### config.mk
export PLATFORM = sky130hd
export DESIGN_NAME = shifter_arbiter
export DESIGN_NICKNAME = d
export VERILOG_FILES = /design/src/rtl/shifter_pkg.sv /design/src/rtl/full_barrel_shifter.sv /design/src/rtl/shifter_arbiter.sv
export SDC_FILE = /design/constraint.sdc
export NUM_CORES = 1
export LEC_CHECK = 0
export BUFFER_PORTS_ARGS = -buffer_cell sky130_fd_sc_hd__clkbuf_2
export CAP_MARGIN = 20
export CORE_MARGIN = 1
export CORE_UTILIZATION = 51
export DETAILED_ROUTE_END_ITERATION = 8
export PLACE_DENSITY = 0.86
export SLEW_MARGIN = 20
export SYNTH_ARGS = -nofsm -noshare
export SYNTH_HDL_FRONTEND = slang
export SYNTH_SLANG_ARGS = --single-unit
export TNS_END_PERCENT = 5
### constraint.sdc
create_clock -name clock -period 3.2 [get_ports clock]
set_input_delay 0.64 -clock clock [delete_from_list [all_inputs] [get_ports clock]]
set_output_delay 0.64 -clock clock [all_outputs]
set_load 0.005 [all_outputs]
### src/rtl/shifter_pkg.sv
// Shared types for the shifter arbiter: op encoding, FSM states, shifter control.
package shifter_pkg;

  typedef enum logic [1:0] {
    SLL = 2'd0,
    SRL = 2'd1,
    SRA = 2'd2
  } shift_op_t;

  typedef enum logic [1:0] {
    IDLE = 2'd0,
    EXEC = 2'd1,
    RESP = 2'd2
  } arb_state_t;

  typedef struct packed {
    logic left;
    logic arith;
  } shift_ctrl_t;

  // Map an op onto shifter direction/fill controls; the unused encoding falls back to SLL.
  function automatic shift_ctrl_t op_to_ctrl(input shift_op_t op);
    shift_ctrl_t ctrl;
    ctrl.left  = 1'b1;
    ctrl.arith = 1'b0;
    case (op)
      SRL: ctrl.left = 1'b0;
      SRA: begin
        ctrl.left  = 1'b0;
        ctrl.arith = 1'b1;
      end
      default: ;
    endcase
    return ctrl;
  endfunction

endpackage

### src/rtl/full_barrel_shifter.sv
// Log-stage barrel shifter. Left shifts reuse the right-shift stages by
// bit-reversing the operand on the way in and the result on the way out.
module full_barrel_shifter #(
  parameter int XLEN    = 32,
  parameter int SHAMT_W = $clog2(XLEN)
) (
  input  logic [XLEN-1:0]    in_data,
  input  logic [SHAMT_W-1:0] shamt,
  input  logic               left,
  input  logic               arith,
  output logic [XLEN-1:0]    out_data
);

  logic [XLEN-1:0] src;
  logic [XLEN-1:0] stg [SHAMT_W+1];
  logic            fill;

  assign fill = arith & ~left & in_data[XLEN-1];

  // Reverse the operand for left shifts.
  always_comb begin
    src = '0;
    for (int b = 0; b < XLEN; b++) begin
      src[b] = left ? in_data[XLEN-1-b] : in_data[b];
    end
  end

  assign stg[0] = src;

  for (genvar i = 0; i < SHAMT_W; i++) begin : g_stage
    assign stg[i+1] = shamt[i] ? {{(2**i){fill}}, stg[i][XLEN-1:2**i]} : stg[i];
  end

  // Undo the reversal for left shifts.
  always_comb begin
    out_data = '0;
    for (int b = 0; b < XLEN; b++) begin
      out_data[b] = left ? stg[SHAMT_W][XLEN-1-b] : stg[SHAMT_W][b];
    end
  end

endmodule

### src/rtl/shifter_arbiter.sv
// Two-port round-robin front end sharing one barrel shifter, one op in flight.
//
//   state | meaning
//   IDLE  | arbiter offers req_ready to the winning port; capture on handshake
//   EXEC  | shifter runs on the captured operands; result registered
//   RESP  | resp_valid on the captured port until its resp_ready
module shifter_arbiter
  import shifter_pkg::*;
#(
  parameter  int XLEN    = 32,
  localparam int SHAMT_W = $clog2(XLEN)
) (
  input  logic                        clock,
  input  logic                        reset_n,
  input  logic [1:0]                  req_valid,
  output logic [1:0]                  req_ready,
  input  logic [1:0][XLEN-1:0]        req_data,
  input  logic [1:0][SHAMT_W-1:0]     req_shamt,
  input  shift_op_t [1:0]             req_op,
  output logic [1:0]                  resp_valid,
  input  logic [1:0]                  resp_ready,
  output logic [XLEN-1:0]             resp_data,
  output logic                        busy
);

  arb_state_t       state_q, state_d;
  logic             grant_q, grant_d;
  logic             last_grant_q, last_grant_d;
  logic [XLEN-1:0]  data_q, data_d;
  logic [SHAMT_W-1:0] shamt_q, shamt_d;
  shift_ctrl_t      ctrl_q, ctrl_d;
  logic [XLEN-1:0]  result_q, result_d;

  logic             arb_valid;
  logic             arb_sel;
  logic [XLEN-1:0]  shift_out;

  full_barrel_shifter #(.XLEN(XLEN), .SHAMT_W(SHAMT_W)) u_shifter (
    .in_data  (data_q),
    .shamt    (shamt_q),
    .left     (ctrl_q.left),
    .arith    (ctrl_q.arith),
    .out_data (shift_out)
  );

  // Round-robin pick: a lone requester wins, a tie goes to the port not served last.
  always_comb begin
    arb_valid = |req_valid;
    arb_sel   = 1'b0;
    case (req_valid)
      2'b01:   arb_sel = 1'b0;
      2'b10:   arb_sel = 1'b1;
      2'b11:   arb_sel = ~last_grant_q;
      default: arb_sel = 1'b0;
    endcase
    req_ready = 2'b00;
    if (state_q == IDLE && reset_n && arb_valid) begin
      req_ready[arb_sel] = 1'b1;
    end
  end

  // Next-state and capture logic.
  always_comb begin
    state_d      = state_q;
    grant_d      = grant_q;
    last_grant_d = last_grant_q;
    data_d       = data_q;
    shamt_d      = shamt_q;
    ctrl_d       = ctrl_q;
    result_d     = result_q;
    case (state_q)
      IDLE: begin
        if (|req_ready) begin
          data_d  = req_data[arb_sel];
          shamt_d = req_shamt[arb_sel];
          ctrl_d  = op_to_ctrl(req_op[arb_sel]);
          grant_d = arb_sel;
          state_d = EXEC;
        end
      end
      EXEC: begin
        result_d = shift_out;
        state_d  = RESP;
      end
      RESP: begin
        if (resp_ready[grant_q]) begin
          last_grant_d = grant_q;
          state_d      = IDLE;
        end
      end
      default: state_d = IDLE;
    endcase
  end

  // State registers; reset discards any in-flight op and favours port 0 on the first tie.
  always_ff @(posedge clock) begin
    if (!reset_n) begin
      state_q      <= IDLE;
      grant_q      <= 1'b0;
      last_grant_q <= 1'b1;
      data_q       <= '0;
      shamt_q      <= '0;
      ctrl_q       <= '0;
      result_q     <= '0;
    end else begin
      state_q      <= state_d;
      grant_q      <= grant_d;
      last_grant_q <= last_grant_d;
      data_q       <= data_d;
      shamt_q      <= shamt_d;
      ctrl_q       <= ctrl_d;
      result_q     <= result_d;
    end
  end

  // Response outputs decoded from registered state only.
  always_comb begin
    resp_valid = 2'b00;
    if (state_q == RESP && reset_n) begin
      resp_valid[grant_q] = 1'b1;
    end
    resp_data = result_q;
    busy      = (state_q != IDLE);
  end

endmodule

==> results of run 1 <==
==> timing repair <==
item	4_1_cts	5_1_grt
resized for setup	0	1
endpoints found under the setup margin	0	1
hold buffers	0	0
endpoints found under the hold margin	0	0
==> through the flow <==
stage	total power, mW	hold WS, ns
6_report	3.241	0.4794
4_1_cts	3.195	0.4808
3_5_place_dp	2.494	0.4561
3_3_place_gp	2.480	0.4532
2_1_floorplan	2.042	0.4447
5_1_grt	3.390	0.4931
==> synth_stat cells (2+ instances only) <==
master	count	area (um^2)
o21ai_0	38	190.2
inv_1	5	18.77
o31ai_1	4	30.03
buf_1	8	30.03
o211ai_1	9	67.56
clkbuf_1	43	161.4
and2_1	7	43.79
o32ai_1	4	35.03
nor3_1	8	40.04
mux2i_1	77	770.7
nand3_1	7	35.03
o2111ai_1	2	17.52
a32oi_1	4	35.03
o221ai_1	19	166.4
o211a_1	37	370.4
a222oi_1	3	30.03
o2bb2ai_1	2	17.52
a21oi_1	31	155.2
nand2b_1	5	31.28
a22oi_1	14	105.1
a211oi_1	12	90.09
buf_6	2	22.52
and3_1	4	25.02
a22o_1	3	26.28
nor2_1	36	135.1
nor3b_1	2	15.01
or2_2	6	37.54
nor2b_1	8	50.05
mux2_2	22	247.7
clkinv_1	2	7.510
o311ai_0	3	26.28
a2111oi_0	2	17.52
nand2_1	99	371.6
buf_2	5	25.02
a221oi_1	4	35.03
o22ai_1	10	62.56
mux4_2	17	382.9
a311oi_1	3	26.28
a31oi_1	4	25.02
dfxtp_1	75	1501
o21a_1	4	30.03
==> area by class of cell <==
type                       count  share of cell area
multi-input combinational    531              0.5878
sequential                    75              0.2239
timing repair buffer         153              0.1299
tap                          140             0.02605
clock buffer                  11             0.02252
clock inverter                 5            0.005396
inverter                       8            0.004466
==> routing by layer <==
layer  track usage  part of all wire
met5             0                 0
met4        0.1517             0.044
met3       0.08656              0.10
met2        0.5151              0.46
met1        0.3895              0.40
==> state kept, by name, summed over array words and instances (netlist names) <==
register and flops:
last_grant_q 1, data_q 32, shamt_q 5, ctrl_q 2, state_q 2, grant_q 1
resp_data 32
==> worst max-delay path, stage by stage (launching register included) <==
cell	delay [ns]
dfxtp_4	0.56
buf_4	0.27
mux2_2	0.38
mux4_2	0.55
nor2_1	0.12
nor3_1	0.09
a2111oi_0	0.44
buf_4	0.20
o221ai_1	0.10
==> cell families (layout without fill, tap and decap cells) <==
family	after synthesis	count (layout)
adder cells (fa/ha/maj)	1	1
AND/OR/NAND/NOR	189	189
flip-flops	75	75
AO/OA/AOI/OAI	223	223
buffers and inverters	67	177
XOR/XNOR	1	1
multiplexers	117	117
==> power groups by stage <==
stage	combinational (mW)	clock (mW)	sequential, mW
6_report	1.38	0.717	1.14
5_1_grt	1.47	0.760	1.16
4_1_cts	1.34	0.716	1.14
3_5_place_dp	1.33	0	1.16
3_3_place_gp	1.32	0	1.16
2_1_floorplan	0.932	0	1.11
==> final timing paths <==
check / startpoint / to / slack (ns) / cells past startpoint
max: ctrl_q[1] / resp_data[0] / 0.34 / 8
max reg2reg: ctrl_q[1] / resp_data[0] / 0.34 / 8
min: resp_data[0] / resp_data[0] / 0.48 / 2
min reg2reg: resp_data[0] / resp_data[0] / 0.48 / 2
==> reports/summary.txt, run 1 <==
Nets@finish: 863
DP HPWL: 14080 um
Ant diodes: 0
Final Hold Viols: 0
Fin crit period: 2.862 ns
Clock network power share: 0.221
Clk Latency, worst-skew pair: 0.37 ns
Max-slew headroom: 0.4379
Adder-Cell Fraction of Synth Area: 0.002190
Crit path max fanout: 23
Simple-gate share of the synthesized area: 0.1458
GRT Resource Usage Total: 0.3183
Setup violators final: 0
Routed len/inst: 19.88 um
Worst Path Arrival: 3.10 ns
Mean Syn Cell Area: 8.491 um^2
Port Buffer Count: 120
Cell Area, Placed: 0.006534 mm^2
Worst-path clk slew: 0.09 ns
H-tree depth: 3
CORE AREA: 0.01089 mm^2
Worst slew pin tran: 0.8218 ns
CP Capture Type: register
Switching share of power: 0.4037
Area of the multi-input gates: 0.003953 mm^2
IO Count: 121
Ys flop type: dfxtp_1
NetSw: 1.308 mW
CTS tree: built
Crit path kind: reg -> reg
Synth warn: 0
Die height: 107.9 um
Setup crit start kind: register
Post-route setup slack: 0.3382 ns
Main combinational cell family by area after synthesis: compound AO/OA/AOI/OAI gates
Cell count after placement: 907
Comb pwr share: 0.426
Residual antenna-violating net count after detailed routing: 0
Synth Area in Compound Gates: 0.2914
Largest net degree at the start of global routing: 81
Initial antenna violation count: 0
Fraction of registers with async set or reset after synthesis: 0
Filler cells: 946
Iteration-0 DRC Markers: 756
F_max: 349.4 MHz
Starting Density: 0.5248
Pint: 1.933 mW
Most frequent cells in the layout: 120 x clkbuf_2, 99 x nand2_1, 77 x mux2i_1, 74 x dfxtp_1, 38 x o21ai_0
Worst slack at placement: 0.1966 ns
CTS Sinks: 75
Seq cells post-synth: 75
Seq pwr share: 0.353
Die X: 107.9 um
Setup TNS Final: 0 ns
Routed WL: 18350 um
Die Area: 0.01163 mm^2
Mux share of post-synthesis cell area: 0.2479
Unique masters post-synth: 64
First-pass GRT wire length: 28590 um
Clk buf depth: 2
Number of global-route vias before repair: 5577
Syn_nets: 758
Num CTS Buffers: 9
EDFF count, synth: 0
PD cells: 482.0 mW/mm^2
Final Wtd Congestion: 1.065
Layout cells sized above 1: 0.2848
Register Area: 0.001505 mm^2
Crit share post-route: 0.8943
Total gr overflow: 0
Crit path required time: 3.44 ns
Row cnt: 38
Detail-routed via count per cell: 6.649
Root Buffer: clkbuf_8
Status: finished, final reports clean
Design Area, Final: 0.006724 mm^2
Leak: 3.063 nW
Hold Crit Class: reg -> reg
Final core occ: 0.6176
Non-filler instance count after layout: 923
Most common cell after layout, fill and taps aside: clkbuf_2
Synth Instances: 673
XOR/XNOR Fraction of Synth Area: 0.001533
VDD IR max: 0.2179 mV
Number of max-cap violations: 0
Part of the Yosys area used for sequential elements: 0.2628
RSZ-0062 raised after global routing: no
Synthesized area: 0.005714 mm^2
Postcts setup bufs: 0
First-pass detailed-route iteration total: 6
# DRC: 0
Clock skew: 0.01059 ns
Slew Viols, Final: 0
Via count: 6137
Area growth syn-to-layout: 17.67%
Power figures use the tool's default switching activity.
==> run 2, diff against run 1 <==
--- a/config.mk
+++ b/config.mk
@@ -17,2 +17 @@
 export SYNTH_SLANG_ARGS = --single-unit
-export TNS_END_PERCENT = 5
==> constraint.sdc (replaced) <==
create_clock -name clock -period 3.2 [get_ports clock]
set_input_delay 0.32 -clock clock [delete_from_list [all_inputs] [get_ports clock]]
set_output_delay 0.32 -clock clock [all_outputs]
set_load 0.005 [all_outputs]
==> run 2 against run 1 <==
  * Combinational power about the same
  * Count of clock-buffer cells in the layout down 1
  * Die area unchanged
  * Total power grew 1.3%
  * Non-clock buffer count fell by 3
  * Largest cell class unchanged
==> reports/summary.txt, run 2 (synthesized netlist as in run 1, its figures left out) <==
H-tree depth: 3
RSZ-0062 raised after global routing: no
Postcts setup bufs: 0
First-pass GRT wire length: 29550 um
Residual antenna-violating net count after detailed routing: 0
CTS Sinks: 75
PD cells: 488.9 mW/mm^2
Clk buf depth: 2
Clock skew: 0.007460 ns
Root Buffer: clkbuf_8
# DRC: 0
Detail-routed via count per cell: 6.657
Filler cells: 946
Row cnt: 38
Final hold slack: 0.2710 ns
Max-slew headroom: 0.4880
Crit path kind: reg -> reg
Port Buffer Count: 120
Ant diodes: 0
Total gr overflow: 0
Clk Latency, worst-skew pair: 0.36 ns
Via count: 6124
Iteration-0 DRC Markers: 587
DP HPWL: 13980 um
Worst-path clk slew: 0.08 ns
Crit path required time: 3.42 ns
Post-route setup slack: 0.2364 ns
Cell Area, Placed: 0.006511 mm^2
Final Hold Viols: 0
Hold Crit Class: in -> reg
Initial antenna violation count: 0
GRT Resource Usage Total: 0.3267
Worst R2R Path Depth: 8
Starting Density: 0.5248
Layout cells sized above 1: 0.2821
Setup crit start kind: register
Design Area, Final: 0.006715 mm^2
Setup TNS Final: 0 ns
Hold_buf cts: 0
Most common cell after layout, fill and taps aside: clkbuf_2
First-pass detailed-route iteration total: 9
Num CTS Buffers: 9
Cells on Worst Hold Path: 3
Crit share post-route: 0.9261
Crit path max fanout: 19
Worst slack at placement: 0.1524 ns
Setup violators final: 0
CTS tree: built
Die X: 107.9 um
IO Count: 121
Die height: 107.9 um
VDD IR max: 0.2503 mV
Number of max-cap violations: 0
Final Wtd Congestion: 0.9939
Most frequent cells in the layout: 120 x clkbuf_2, 99 x nand2_1, 77 x mux2i_1, 74 x dfxtp_1, 38 x o21ai_0
Worst slew pin tran: 0.7486 ns
Largest net degree at the start of global routing: 83
Slew Viols, Final: 0
Area growth syn-to-layout: 17.52%
Routed len/inst: 20.00 um
CP Capture Type: register
F_max: 337.4 MHz
CORE AREA: 0.01089 mm^2
Leak: 3.059 nW
Nets@finish: 860
Worst Path Arrival: 3.19 ns
Status: finished, final reports clean
Die Area: 0.01163 mm^2
Routed WL: 18400 um
Number of global-route vias before repair: 5753
Fin crit period: 2.964 ns
-- run 2: changes by cell type in the layout (fill, tap and decap cells not counted), sizes merged --
cell	delta
bufinv	+1
clkinvlp	-1
clkinv	+1
clkbuf	-1
buf	-3
-- run 2: worst max-delay path, stage by stage, from the launching register on --
cell and delay, ns:
dfxtp_4 0.53, buf_4 0.20, mux2_2 0.38, mux4_2 0.57, o22ai_1 0.18, nor3_1 0.13, a2111oi_0 0.52, buf_4 0.21
o221ai_1 0.10
-- run 2: per-layer routing --
metal / up-vias / wire length [um] / track usage / share of wire
met4: 0 / 663 / 0.1526 / 0.036
met1: 2878 / 7425 / 0.4006 / 0.40
met2: 384 / 8680 / 0.5412 / 0.47
li1: 2797 / - / - / -
met3: 65 / 1629 / 0.07324 / 0.089
met5: - / 0 / 0 / 0
-- run 2: path summary, 6_finish.rpt --
path                               startpoint            to  slack, ns
worst max register to register      ctrl_q[1]  resp_data[0]       0.24
worst max-delay path                ctrl_q[1]  resp_data[0]       0.24
worst min-delay path            resp_ready[1]  last_grant_q       0.27
worst min register to register   resp_data[7]  resp_data[7]       0.47
-- run 2: final cells by class --
class | instances | area [um^2] | area share
multi-input cells | 531 | 3953 | 0.5886
clock inverters | 6 | 63.81 | 0.009503
inverters | 8 | 30.03 | 0.004472
flip-flops and latches | 75 | 1505 | 0.2241
repair buffers | 150 | 850.8 | 0.1267
well taps | 140 | 175.2 | 0.02609
clock buffers | 10 | 137.6 | 0.02050
-- run 2: per-stage QoR --
stage	std cells	utilization	power, mW
2_1_floorplan	673	-	2.042
3_3_place_gp	904	0.5980	2.476
3_5_place_dp	904	0.5980	2.491
4_1_cts	920	0.6165	3.244
5_1_grt	920	0.6168	3.445
6_report	920	0.6168	3.283
-- run 2: timing repair --
item | CTS | global route
setup endpoints to repair | 0 | 2
hold endpoints to repair | 0 | 0
gates resized for setup | 0 | 1
-- run 2: report_power, final --
group / internal (mW) / switching, mW / total [mW]
Combinational: 0.574 / 0.820 / 1.39
Clock: 0.381 / 0.381 / 0.762
Sequential: 1.03 / 0.0959 / 1.13
Total: 1.99 / 1.30 / 3.28
